`src/rtl/alu_mon_pkg.sv`:
```
// Shared types and constants for the ALU result monitor: the captured record
// layout, flag bit positions and the opcode/function-code encodings.
package alu_mon_pkg;

    localparam int REC_W = 74;

    // Positions within the 4-bit flags word {overflow, sign, z, carry}
    localparam int FLAG_CARRY = 0;
    localparam int FLAG_Z     = 1;
    localparam int FLAG_SIGN  = 2;
    localparam int FLAG_OVF   = 3;

    localparam logic [1:0] OP_RTYPE = 2'b00;
    localparam logic [1:0] OP_ITYPE = 2'b01;
    localparam logic [1:0] OP_SHIFT = 2'b10;
    localparam logic [1:0] OP_MISC  = 2'b11;

    typedef enum logic [3:0] {
        F_ADD   = 4'b0000,
        F_SMUL  = 4'b0001,
        F_UMUL  = 4'b0010,
        F_NEG   = 4'b0011,
        F_AND   = 4'b0100,
        F_XOR   = 4'b0101,
        F_SHLL  = 4'b0110,
        F_SHRL  = 4'b0111,
        F_SHRA  = 4'b1000,
        F_SHLLV = 4'b1001,
        F_SHRLV = 4'b1010,
        F_SHRAV = 4'b1011
    } fcode_e;

    typedef struct packed {
        logic [1:0]  opcode;
        logic [3:0]  fcode;
        logic [31:0] out;
        logic [31:0] high;
        logic [3:0]  flags;
    } alu_rec_t;

endpackage

```
`src/rtl/alu_mon_fifo.sv`:
```
// Show-ahead record FIFO with synchronous reset of pointers, count and the
// sticky overflow flag. Storage itself is not reset; the head is masked to 0 when empty.
module alu_mon_fifo #(
    parameter int WIDTH = 74,
    parameter int DEPTH = 8
) (
    input  logic                     clk,
    input  logic                     rst,
    input  logic                     wr_en_i,
    input  logic [WIDTH-1:0]         wr_data_i,
    input  logic                     rd_en_i,
    output logic [WIDTH-1:0]         rd_data_o,
    output logic                     rd_valid_o,
    output logic [$clog2(DEPTH):0]   count_o,
    output logic                     full_o,
    output logic                     overflow_o
);

    localparam int PW = (DEPTH > 1) ? $clog2(DEPTH) : 1;
    localparam int CW = $clog2(DEPTH) + 1;

    logic [WIDTH-1:0] mem_q [DEPTH];
    logic [PW-1:0]    wr_ptr_q, wr_ptr_d, rd_ptr_q, rd_ptr_d;
    logic [CW-1:0]    count_q, count_d;
    logic             ovf_q, ovf_d;
    logic             empty, full, do_push, do_pop;

    assign empty   = (count_q == '0);
    assign full    = (count_q == CW'(DEPTH));
    assign do_pop  = rd_en_i && !empty;
    // A pop in the same cycle frees the slot, so a full FIFO still accepts
    assign do_push = wr_en_i && (!full || do_pop);

    always_comb begin
        wr_ptr_d = wr_ptr_q;
        rd_ptr_d = rd_ptr_q;
        count_d  = count_q;
        ovf_d    = ovf_q | (wr_en_i && !do_push);
        if (do_push) wr_ptr_d = wr_ptr_q + PW'(1);
        if (do_pop)  rd_ptr_d = rd_ptr_q + PW'(1);
        case ({do_push, do_pop})
            2'b10:   count_d = count_q + CW'(1);
            2'b01:   count_d = count_q - CW'(1);
            default: count_d = count_q;
        endcase
    end

    always_ff @(posedge clk) begin
        if (rst) begin
            wr_ptr_q <= '0;
            rd_ptr_q <= '0;
            count_q  <= '0;
            ovf_q    <= 1'b0;
        end else begin
            wr_ptr_q <= wr_ptr_d;
            rd_ptr_q <= rd_ptr_d;
            count_q  <= count_d;
            ovf_q    <= ovf_d;
        end
    end

    always_ff @(posedge clk) begin
        if (!rst && do_push) mem_q[wr_ptr_q] <= wr_data_i;
    end

    assign rd_data_o  = empty ? '0 : mem_q[rd_ptr_q];
    assign rd_valid_o = !empty;
    assign count_o    = count_q;
    assign full_o     = full;
    assign overflow_o = ovf_q;

endmodule

```
`src/rtl/alu_result_monitor.sv`:
```
// Captures ALU result records into a FIFO for later inspection. Defining
// ALU_MON_CHECK_EN adds an expected-value compare with a saturating mismatch counter.
module alu_result_monitor
    import alu_mon_pkg::*;
#(
    parameter int DEPTH = 8
) (
    input  logic                   clk,
    input  logic                   rst,
    input  logic                   cap_valid,
    input  logic [1:0]             cap_opcode,
    input  logic [3:0]             cap_fcode,
    input  logic [31:0]            alu_out,
    input  logic [31:0]            alu_high,
    input  logic                   carryFlag,
    input  logic                   zFlag,
    input  logic                   signFlag,
    input  logic                   overflowFlag,
`ifdef ALU_MON_CHECK_EN
    input  logic [31:0]            exp_out,
    input  logic [3:0]             exp_flags,
    output logic                   mismatch,
    output logic [7:0]             mismatch_cnt,
`endif
    input  logic                   rd_en,
    output logic                   rd_valid,
    output logic [31:0]            rd_out,
    output logic [31:0]            rd_high,
    output logic [3:0]             rd_flags,
    output logic [1:0]             rd_opcode,
    output logic [3:0]             rd_fcode,
    output logic [$clog2(DEPTH):0] count,
    output logic                   full,
    output logic                   overflow
);

    logic [3:0] cap_flags;
    alu_rec_t   cap_rec, head_rec;

    always_comb begin
        cap_flags             = '0;
        cap_flags[FLAG_CARRY] = carryFlag;
        cap_flags[FLAG_Z]     = zFlag;
        cap_flags[FLAG_SIGN]  = signFlag;
        cap_flags[FLAG_OVF]   = overflowFlag;
    end

    assign cap_rec = '{opcode: cap_opcode, fcode: cap_fcode, out: alu_out,
                       high: alu_high, flags: cap_flags};

    alu_mon_fifo #(
        .WIDTH (REC_W),
        .DEPTH (DEPTH)
    ) u_fifo (
        .clk        (clk),
        .rst        (rst),
        .wr_en_i    (cap_valid),
        .wr_data_i  (cap_rec),
        .rd_en_i    (rd_en),
        .rd_data_o  (head_rec),
        .rd_valid_o (rd_valid),
        .count_o    (count),
        .full_o     (full),
        .overflow_o (overflow)
    );

    assign rd_opcode = head_rec.opcode;
    assign rd_fcode  = head_rec.fcode;
    assign rd_out    = head_rec.out;
    assign rd_high   = head_rec.high;
    assign rd_flags  = head_rec.flags;

`ifdef ALU_MON_CHECK_EN
    logic       mismatch_q, mismatch_d;
    logic [7:0] mcnt_q, mcnt_d;

    // Compared on every capture, whether or not the FIFO accepts the record
    always_comb begin
        mismatch_d = cap_valid && ((alu_out != exp_out) || (cap_flags != exp_flags));
        mcnt_d     = mcnt_q;
        if (mismatch_d && (mcnt_q != 8'hFF)) mcnt_d = mcnt_q + 8'd1;
    end

    always_ff @(posedge clk) begin
        if (rst) begin
            mismatch_q <= 1'b0;
            mcnt_q     <= '0;
        end else begin
            mismatch_q <= mismatch_d;
            mcnt_q     <= mcnt_d;
        end
    end

    assign mismatch     = mismatch_q;
    assign mismatch_cnt = mcnt_q;
`endif

endmodule

```
`config.mk`:
```
export PLATFORM = sky130hd
export DESIGN_NAME = alu_result_monitor
export DESIGN_NICKNAME = d
export VERILOG_FILES = /design/src/rtl/alu_mon_pkg.sv /design/src/rtl/alu_mon_fifo.sv /design/src/rtl/alu_result_monitor.sv
export SDC_FILE = /design/constraint.sdc
export NUM_CORES = 1
export LEC_CHECK = 0
export CELL_PAD_IN_SITES_DETAIL_PLACEMENT = 0
export CELL_PAD_IN_SITES_GLOBAL_PLACEMENT = 2
export CORE_UTILIZATION = 45
export DETAILED_ROUTE_END_ITERATION = 7
export PLACE_DENSITY_LB_ADDON = 0.3
export RECOVER_POWER = 25
export REMOVE_ABC_BUFFERS = 1
export SLEW_MARGIN = 0
export SYNTH_ARGS = -nofsm -noshare
export SYNTH_HDL_FRONTEND = slang
export SYNTH_HIERARCHICAL = 1
export SYNTH_SLANG_ARGS = --single-unit
```
`constraint.sdc`:
```
create_clock -name clk -period 13.77 [get_ports clk]
set_input_delay 2.754 -clock clk [delete_from_list [all_inputs] [get_ports clk]]
set_output_delay 2.754 -clock clk [all_outputs]
set_load 0.03 [all_outputs]
```
==> out/results.ini, run 1 <==
[setup_path]
cp_max_fo = 44
worst-r2r-setup-slack_ns = 9.71
start_kind = flop
arrival_ns = 4.18
worstPathRequired_ns = 11.02
crit_type = reg -> out
end_kind = output port

[cells_and_area]
seqCellArea_sq_um = 18100
multi_input_area_sq_um = 4860
fillers = 3880
layout_common_cells = edfxtp_1, mux4_2, clkdlybuf4s50_1
final_nets = 1302
area_delta_synth_final_pct = 18.3
final_common_cell = edfxtp_1
drive_gt1_share_pct = 21.2

[sta]
setup_viol = 0
setup_tns_ns = 0
relSlewSlack_pct = 25.4
fin_crit_sh_pct = 50.4
rsz0062_at_grt = no
finalHoldViolations = 0
worst_hold_slack_ns = 0.483
skew_ns = 0.0145
slew_violations = 0
fmaxAchievable_ghz = 0.144
finalCriticalPeriod_ns = 6.94
worst_pin_slew_ns = 1.12

[power]
power_mw = 5.31
ir_drop_mv = 0.164
clock_power_share_pct = 29.8
p_switching_mw = 1.61
leakage_nw = 8.38
p_seq_share_pct = 40.0
swShare_pct = 30.3
internal_power_mw = 3.70
combPwrFrac_pct = 30.2
p_per_area_nw_per_um2 = 193

[routing]
drtIter0Drc = 676
drtPass1Iterations = 4
ant_nets = 0
via_count = 10600
drt_wl_total_mm = 47.0
detail_route.vias_per_cell = 5.45
drt-wirelength-per-cell_um = 24.2
drc = 0

[clocking]
cts-hold-fix-buffers = 0
cts.sinks = 606
cts.root.buffer_cell = clkbuf_16
cts_setup_buffers = 0
cts_tree = done
clk_latency_ns = 0.61
clock_path_buffers = 3
clk_pin_slew_ns = 0.06
htree_levels = 2
cts_buffers = 59
cts_resized = 0

[placed_design]
hpwl_mm = 24.8
numPortBuffers = 158
gp_congestion = 0.702

[logic_synthesis]
synthDominantCellAreaShare_pct = 76.6
synth_cells = 1027
synthTopCellsByArea = edfxtp_1, mux4_2, mux2i_1
synth_edf_count = 592
async_flop_share_pct = 0
yosys.area.top_type = edfxtp_1
yosysSeqAreaShare_pct = 77.8
synth_cell_types = 36
syn-cell-area_sq_um = 23200
ys_warn_count = 6
synthFlopType = edfxtp_1
avgSynthCellArea_sq_um = 22.6
synth_seq_cells = 606

[die]
num_rows = 82
fp.dieH_um = 229
start_util_pct = 45.9
core-area_sq_um = 50600
die_area_sq_um = 52500
pin_count = 159
die_width_um = 229

[grt]
track_usage_pct = 18.4
antenna_found_initial = 8
grt_pass1_wl_mm = 71.4
first_global_vias = 11300
overflow = 0
grt_max_degree = 58

[min_path]
min_path_type = reg -> reg

[flow_run]
drv_cap = 0

[run_status]
status = completed

[worst max-delay path: stages, from the launching register on]
cell and delay, ns:
dfxtp_4 0.55, buf_4 0.67, buf_4 0.79, mux4_2 0.59, mux2i_1 0.15, nor2_1 0.11
clkdlybuf4s50_1 0.65
[power groups by stage]
stage	combinational, mW	clock [mW]	sequential, mW
3_3_place_gp	1.63	0	2.16
5_1_grt	1.71	1.69	2.13
4_1_cts	1.64	1.62	2.13
2_1_floorplan	1.04	0	2.27
3_5_place_dp	1.64	0	2.17
6_report	1.60	1.58	2.12
[through the flow]
step	worst slack, ns	util (%)	cells	cell area, sq um
final	6.83	54.3	1941	27500
after global routing	6.40	54.3	1940	27500
after CTS	6.63	54.3	1940	27500
after detailed placement	7.28	50.5	1830	25600
after global placement	7.29	50.5	1830	25600
after floorplan	2.44	-	975	22900
[final cells by class]
type	instances	share of cell area, %
timing repair buffer	183	6.44
antenna	1	0.00911
sequential	606	65.8
inverter	5	0.0683
multi-input combinational	364	17.7
clock inverter	43	1.44
tap	672	3.06
clock buffer	67	5.48
[metal layers]
layer | vias to the layer above | track usage [%] | part of all wire, %
met5 | - | 0 | 0.11
met4 | 8 | 4.79 | 1.7
met3 | 61 | 3.26 | 4.2
met2 | 205 | 30.2 | 49
met1 | 5668 | 25.6 | 45
li1 | 4644 | - | -
[cell families after synthesis]
group                      after synthesis  synth area share, %
adders and majority gates                5                0.302
xor gates and xnor gates                 7                0.264
AOI/OAI and AO/OA                       11                0.356
muxes                                  225                 17.7
buffers and inverters                   57                 1.53
and+or+nand+nor                        116                 2.11
DFF                                    606                 77.8
[state kept, by name, summed over array words and instances, names as in the netlist, named ones only]
name               cells
u_fifo/count_o         4
u_fifo/mem_q         592
u_fifo/wr_ptr_q        3
u_fifo/overflow_o      1
u_fifo/rd_ptr_q        3
[synthesized netlist by cell type, drive strengths merged, types with 2 or more instances]
library cell	n
edfxtp	592
mux4	148
nor2	92
mux2i	77
buf	44
dfxtp	14
clkbuf	8
inv	5
nand2	5
ha	4
nand3	4
nor3	4
xor2	4
a21oi	3
xnor2	3
a211oi	2
nand3b	2
nor4b	2
o211ai	2
[final timing paths]
check | startpoint | end | cells after the start
worst min-delay path | u_fifo/overflow_o | u_fifo/overflow_o | 2
worst min register to register | u_fifo/overflow_o | u_fifo/overflow_o | 2
worst max register to register | u_fifo/count_o[1] | u_fifo/count_o[3] | 12
worst max-delay path | flop | rd_out[30] | 6
(Power assumes the default switching activity.)
==> inputs of run 2 (changes only) <==
==> constraint.sdc (replaced) <==
create_clock -name clk -period 7 [get_ports clk]
set_input_delay 1.4 -clock clk [delete_from_list [all_inputs] [get_ports clk]]
set_output_delay 1.4 -clock clk [all_outputs]
set_load 0.03 [all_outputs]
==> run 2 against run 1 <==
Compared with the run above: clock power up 89%; critical path depth down 1; clock skew down 0.0070 ns; register-to-register slack worse by 6.1 ns; via count up 0.17%; critical path type unchanged; largest cell class unchanged; largest power group unchanged.
==> out/results.ini, run 2 (synthesis results as in run 1) <==
[setup_path]
cp_max_fo = 65  ; +48%
worstPathBufferInverterCount = 2  ; -1
slowest_delay_ns = 1.03  ; +0.24 ns
worstPathRequired_ns = 5.60  ; -5.42 ns
end_kind = output port
arrival_ns = 3.55  ; -0.63 ns
crit_family = buffers and inverters
cp_slowest_cell = dfxtp_4
path_cells = buf_4 -> mux4_2 -> mux2i_1 -> nor2_1 -> clkdlybuf4s50_1
start_kind = flop
crit_type = reg -> out

[clocking]
htree_levels = 2  ; unchanged
cts_resized = 0  ; unchanged
cts_setup_buffers = 0  ; unchanged
cts_buffers = 59  ; unchanged
cts-hold-fix-buffers = 0  ; unchanged
clk_pin_slew_ns = 0.06  ; about the same
cts.root.buffer_cell = clkbuf_16
cts_tree = done
cts.sinks = 606  ; unchanged
clk_latency_ns = 0.60  ; about the same
clock_path_buffers = 3  ; unchanged

[power]
ir_drop_mv = 0.252  ; +54%
p_per_area_nw_per_um2 = 375  ; +94%
p_seq_share_pct = 41.1  ; +1.1 points
internal_power_mw = 7.17  ; +94%
leakage_nw = 8.34  ; -0.48%
swShare_pct = 30.4  ; +0.14 points
p_switching_mw = 3.13  ; +95%
clock_power_share_pct = 29.0  ; -0.8 points
combPwrFrac_pct = 29.9  ; -0.3 points

[cells_and_area]
layout_common_cells = edfxtp_1, mux4_2, clkdlybuf4s50_1
final_area_sq_um = 27400  ; about the same
final_common_cell = edfxtp_1
final_nets = 1299  ; -0.23%
largest_register_ffs = 592  ; unchanged
drive_gt1_share_pct = 21.1  ; -0.15 points
utilization_pct = 54.3  ; about the same
area_delta_synth_final_pct = 18.2  ; about the same
top_register = u_fifo/mem_q

[sta]
finalHoldViolations = 0  ; unchanged
rsz0062_at_grt = no
skew_ns = 0.00756  ; -0.00698 ns
slew_violations = 0  ; unchanged
worst_hold_slack_ns = 0.470  ; -0.0127 ns
relSlewSlack_pct = 25.7  ; +0.35 points
fmaxAchievable_ghz = 0.202
worst_pin_slew_ns = 1.11  ; -0.00521 ns
finalCriticalPeriod_ns = 4.95
setup_slack_ns = 2.05  ; -4.78 ns
setup_viol = 0  ; unchanged
fin_crit_sh_pct = 70.7

[placed_design]
postPlaceCellArea_sq_um = 25600  ; +0.25%
gp_congestion = 0.695  ; -1.0%
pre_cts_ws_ns = 2.55  ; -4.73 ns
hpwl_mm = 23.8  ; -3.9%
numPortBuffers = 158  ; unchanged

[grt]
first_global_vias = 11300  ; -0.20%
grt_pass1_wl_mm = 69.4  ; -2.8%
antenna_found_initial = 9  ; +1
track_usage_pct = 17.9  ; -0.51 points
grt_max_degree = 75  ; +29%
overflow = 0  ; unchanged

[die]
pin_count = 159  ; unchanged
die_area_sq_um = 52500  ; unchanged
core-area_sq_um = 50600  ; unchanged
start_util_pct = 45.9  ; unchanged
die_width_um = 229  ; unchanged
num_rows = 82  ; unchanged
fp.dieH_um = 229  ; unchanged

[routing]
drtIter0Drc = 780  ; +15%
detail_route.vias_per_cell = 5.47  ; +0.33%
drtPass1Iterations = 5  ; +1
drt_wl_total_mm = 46.0  ; -2.1%
ant_nets = 0  ; unchanged
drt-wirelength-per-cell_um = 23.7  ; -2.0%
via_count = 10600  ; +0.17%
drc = 0  ; unchanged

[flow_run]
drv_cap = 0  ; unchanged

[run_status]
status = completed

[min_path]
min_path_type = reg -> reg

-- run 2: cell count changes in the layout (fill, tap and decap cells not counted), sizes merged --
cell | before | now
bufinv | 8 | 4
buf | 25 | 22
clkinv | 32 | 26
clkdlybuf4s50 | 115 | 112
clkbuf | 67 | 72
inv | 6 | 8
diode | 1 | 3
clkinvlp | 2 | 3
dlygate4sd3 | 43 | 46
-- run 2: final cells by class --
type | count | area, sq um
Clock inverter | 36 | 279
Sequential cell | 606 | 18100
Fill cell | 3881 | 23100
Multi-Input combinational cell | 364 | 4860
Clock buffer | 72 | 1540
Inverter | 5 | 18.8
Tap cell | 672 | 841
Antenna cell | 3 | 7.51
Timing Repair Buffer | 180 | 1830
-- run 2: metal layers --
metal	part of all wire (%)	global-route usage, %	up-vias
li1	-	-	4650
met1	44	24.5	5652
met2	50	29.4	221
met3	4.6	3.81	71
met4	1.6	4.35	10
met5	0.14	0	-
-- run 2: worst paths after layout --
path	from	to	slack [ns]	depth (start not counted)
min reg2reg	u_fifo/rd_ptr_q[1]	flop	0.47	2
min	u_fifo/rd_ptr_q[1]	flop	0.47	2
max	flop	rd_out[30]	2.05	5
max reg2reg	u_fifo/count_o[1]	u_fifo/count_o[3]	3.60	12
-- run 2: worst register-to-register path: stages, from the launching register on --
cell and delay [ns]:
dfxtp_1 0.38, or3_4 0.46, nor2_4 0.63, buf_4 0.43, inv_2 0.10, nand2_1 0.14
or2_1 0.15, inv_1 0.07, ha_1 0.32, a21oi_1 0.23, a21boi_0 0.11, nand3b_1 0.16
a31oi_1 0.16
-- run 2: power groups by stage --
stage	Sequential, mW	Clock (mW)	Combinational (mW)
after floorplan	4.46	0	2.05
after global placement	4.31	0	3.15
after detailed placement	4.32	0	3.16
after CTS	4.24	3.06	3.17
after global routing	4.25	3.19	3.30
final	4.23	2.99	3.09
-- run 2: stage by stage --
step | TNS, ns | instances | power (mW)
floorplan | -599.20 | 975 | 6.51
global placement | 0 | 1827 | 7.46
detailed placement | 0 | 1827 | 7.47
CTS | 0 | 1935 | 10.5
global route | 0 | 1936 | 10.7
finish | 0 | 1938 | 10.3
==> inputs of run 3 (changes only) <==
==> constraint.sdc (replaced) <==
create_clock -name clk -period 5.19 [get_ports clk]
set_input_delay 1.038 -clock clk [delete_from_list [all_inputs] [get_ports clk]]
set_output_delay 1.038 -clock clk [all_outputs]
set_load 0.03 [all_outputs]
==> run 3 against run 2 <==
Compared with the run above: highest routed layer unchanged; clock skew up 0.012 ns; critical endpoint is now rd_high[4]; total power up 36%; sequential cell count unchanged; largest power group unchanged.
==> out/results.ini, run 3 (synthesis results as in run 1) <==
[setup_path]
arrival_ns = 3.34  ; -0.21 ns
worstPathRequired_ns = 4.15  ; -1.45 ns
end_kind = output port
reg2reg_from = u_fifo/count_o[1]
cp_max_fo = 29  ; -55%
slowest_delay_ns = 0.78  ; -0.25 ns
path_cells = buf_4 -> mux4_2 -> mux2i_1 -> nor2_1 -> clkdlybuf4s50_1
crit_family = buffers and inverters
crit_type = reg -> out
cp_slowest_cell = dfxtp_4
start_kind = flop
worstPathBufferInverterCount = 2  ; unchanged

[clocking]
cts_buffers = 60  ; +1.7%
clk_pin_slew_ns = 0.06  ; about the same
cts_resized = 0  ; unchanged
htree_levels = 2  ; unchanged
cts-hold-fix-buffers = 0  ; unchanged
cts_tree = done
cts.sinks = 606  ; unchanged
clock_path_buffers = 3  ; unchanged
cts.root.buffer_cell = clkbuf_16
clk_latency_ns = 0.62  ; +0.02 ns
cts_setup_buffers = 0  ; unchanged

[sta]
worst_pin_slew_ns = 0.831  ; -0.283 ns
slew_violations = 0  ; unchanged
finalCriticalPeriod_ns = 4.38
relSlewSlack_pct = 44.6  ; +19 points
setup_viol = 0  ; unchanged
fin_crit_sh_pct = 84.3
finalHoldViolations = 0  ; unchanged
rsz0062_at_grt = no
skew_ns = 0.0194  ; +0.0118 ns
fmaxAchievable_ghz = 0.229
setup_tns_ns = 0  ; unchanged

[routing]
drc = 0  ; unchanged
via_count = 10700  ; +0.99%
drt-wirelength-per-cell_um = 23.9  ; +0.61%
drtPass1Iterations = 4  ; -1
drtIter0Drc = 655  ; -16%
detail_route.vias_per_cell = 5.50  ; +0.47%
drt_wl_total_mm = 46.5  ; +1.1%
ant_nets = 0  ; unchanged

[power]
ir_drop_mv = 0.469  ; +86%
p_per_area_nw_per_um2 = 509  ; +36%
leakage_nw = 8.40  ; +0.79%

[cells_and_area]
final_common_cell = edfxtp_1
layout_common_cells = edfxtp_1, mux4_2, clkdlybuf4s50_1
drive_gt1_share_pct = 21.4  ; +0.35 points
area_delta_synth_final_pct = 18.7
fillers = 3803  ; -2.0%
final_area_sq_um = 27600  ; +0.41%
top_register = u_fifo/mem_q
utilization_pct = 54.5  ; +0.22 points
final_nets = 1310  ; +0.85%
largest_register_ffs = 592  ; unchanged

[min_path]
holdCritStartpoint = u_fifo/rd_ptr_q[1]
min_path_type = reg -> reg

[grt]
first_global_vias = 11200  ; -0.64%
antenna_found_initial = 5  ; -4
grt_max_degree = 55  ; -27%
overflow = 0  ; unchanged
track_usage_pct = 18.2  ; +0.26 points
grt_pass1_wl_mm = 70.5  ; +1.6%

[die]
pin_count = 159  ; unchanged
core-area_sq_um = 50600  ; unchanged
num_rows = 82  ; unchanged
die_area_sq_um = 52500  ; unchanged
die_width_um = 229  ; unchanged
fp.dieH_um = 229  ; unchanged
start_util_pct = 45.9  ; unchanged

[placed_design]
postPlaceCellArea_sq_um = 25700  ; +0.29%
gp_congestion = 0.683  ; -1.7%
hpwl_mm = 25.1  ; +5.6%
numPortBuffers = 158  ; unchanged

[flow_run]
drv_cap = 0  ; unchanged

[run_status]
status = completed

## run 3: cell types whose count changed in the layout (fill, tap and decap cells not counted)
cell,previous run,this run
bufinv_16,4,2
clkbuf_1,12,18
buf_4,15,25
clkbuf_16,59,62
clkinvlp_4,3,2
diode_2,3,1
clkdlybuf4s50_1,112,114
dlygate4sd3_1,46,44
clkinv_2,10,5
inv_6,3,0
clkbuf_8,1,4
clkinv_8,0,1
clkinv_4,0,1
clkinv_1,16,15
## run 3: routing by layer
layer	GRT usage [%]	wire length, um	vias up
met4	5.19	844	4
met2	29.7	22700	231
met1	25.2	20800	5732
met3	3.04	2110	74
li1	-	-	4668
met5	0	26	-
## run 3: area by class of cell
class | count | area [sq um] | share of cell area (%)
Timing Repair Buffer | 190 | 1910 | 6.93
Sequential cell | 606 | 18100 | 65.6
Multi-Input combinational cell | 364 | 4860 | 17.6
Clock buffer | 84 | 1670 | 6.07
Tap cell | 672 | 841 | 3.05
Inverter | 5 | 18.8 | 0.0681
Clock inverter | 26 | 181 | 0.658
Antenna cell | 1 | 2.50 | 0.00908
## run 3: path summary, 6_finish.rpt
path                            end  slack, ns  cells after the start
hold / removal                 flop       0.47                      2
hold reg to reg                flop       0.47                      2
setup / recovery         rd_high[4]       0.81                      5
setup reg to reg  u_fifo/count_o[3]       2.35                     12
## run 3: worst reg2reg max path, stage by stage, from the launching register on
cell      delay, ns
dfxtp_1        0.38
or3_4          0.46
nor2_4         0.10
buf_4          0.36
inv_2          0.11
nand2_1        0.14
or2_1          0.16
inv_1          0.07
ha_1           0.32
a21oi_1        0.23
a21boi_0       0.11
nand3b_1       0.16
a31oi_1        0.16
## run 3: metrics by stage
step	hold slack, ns	std cells	setup WS (ns)	power [mW]
3_5_place_dp	0.461	1837	1.38	10.2
2_1_floorplan	0.447	975	-4.43	8.71
5_1_grt	0.495	1947	0.598	14.6
3_3_place_gp	0.460	1837	1.37	10.2
6_report	0.468	1948	0.814	14.0
4_1_cts	0.471	1947	0.713	14.2
## run 3: report_power, final
part           switching [mW]  total, mW  internal [mW]
Combinational            2.39       4.29           1.90
Clock                    1.73       4.07           2.33
Sequential              0.160       5.67           5.51
Total                    4.29       14.0           9.74
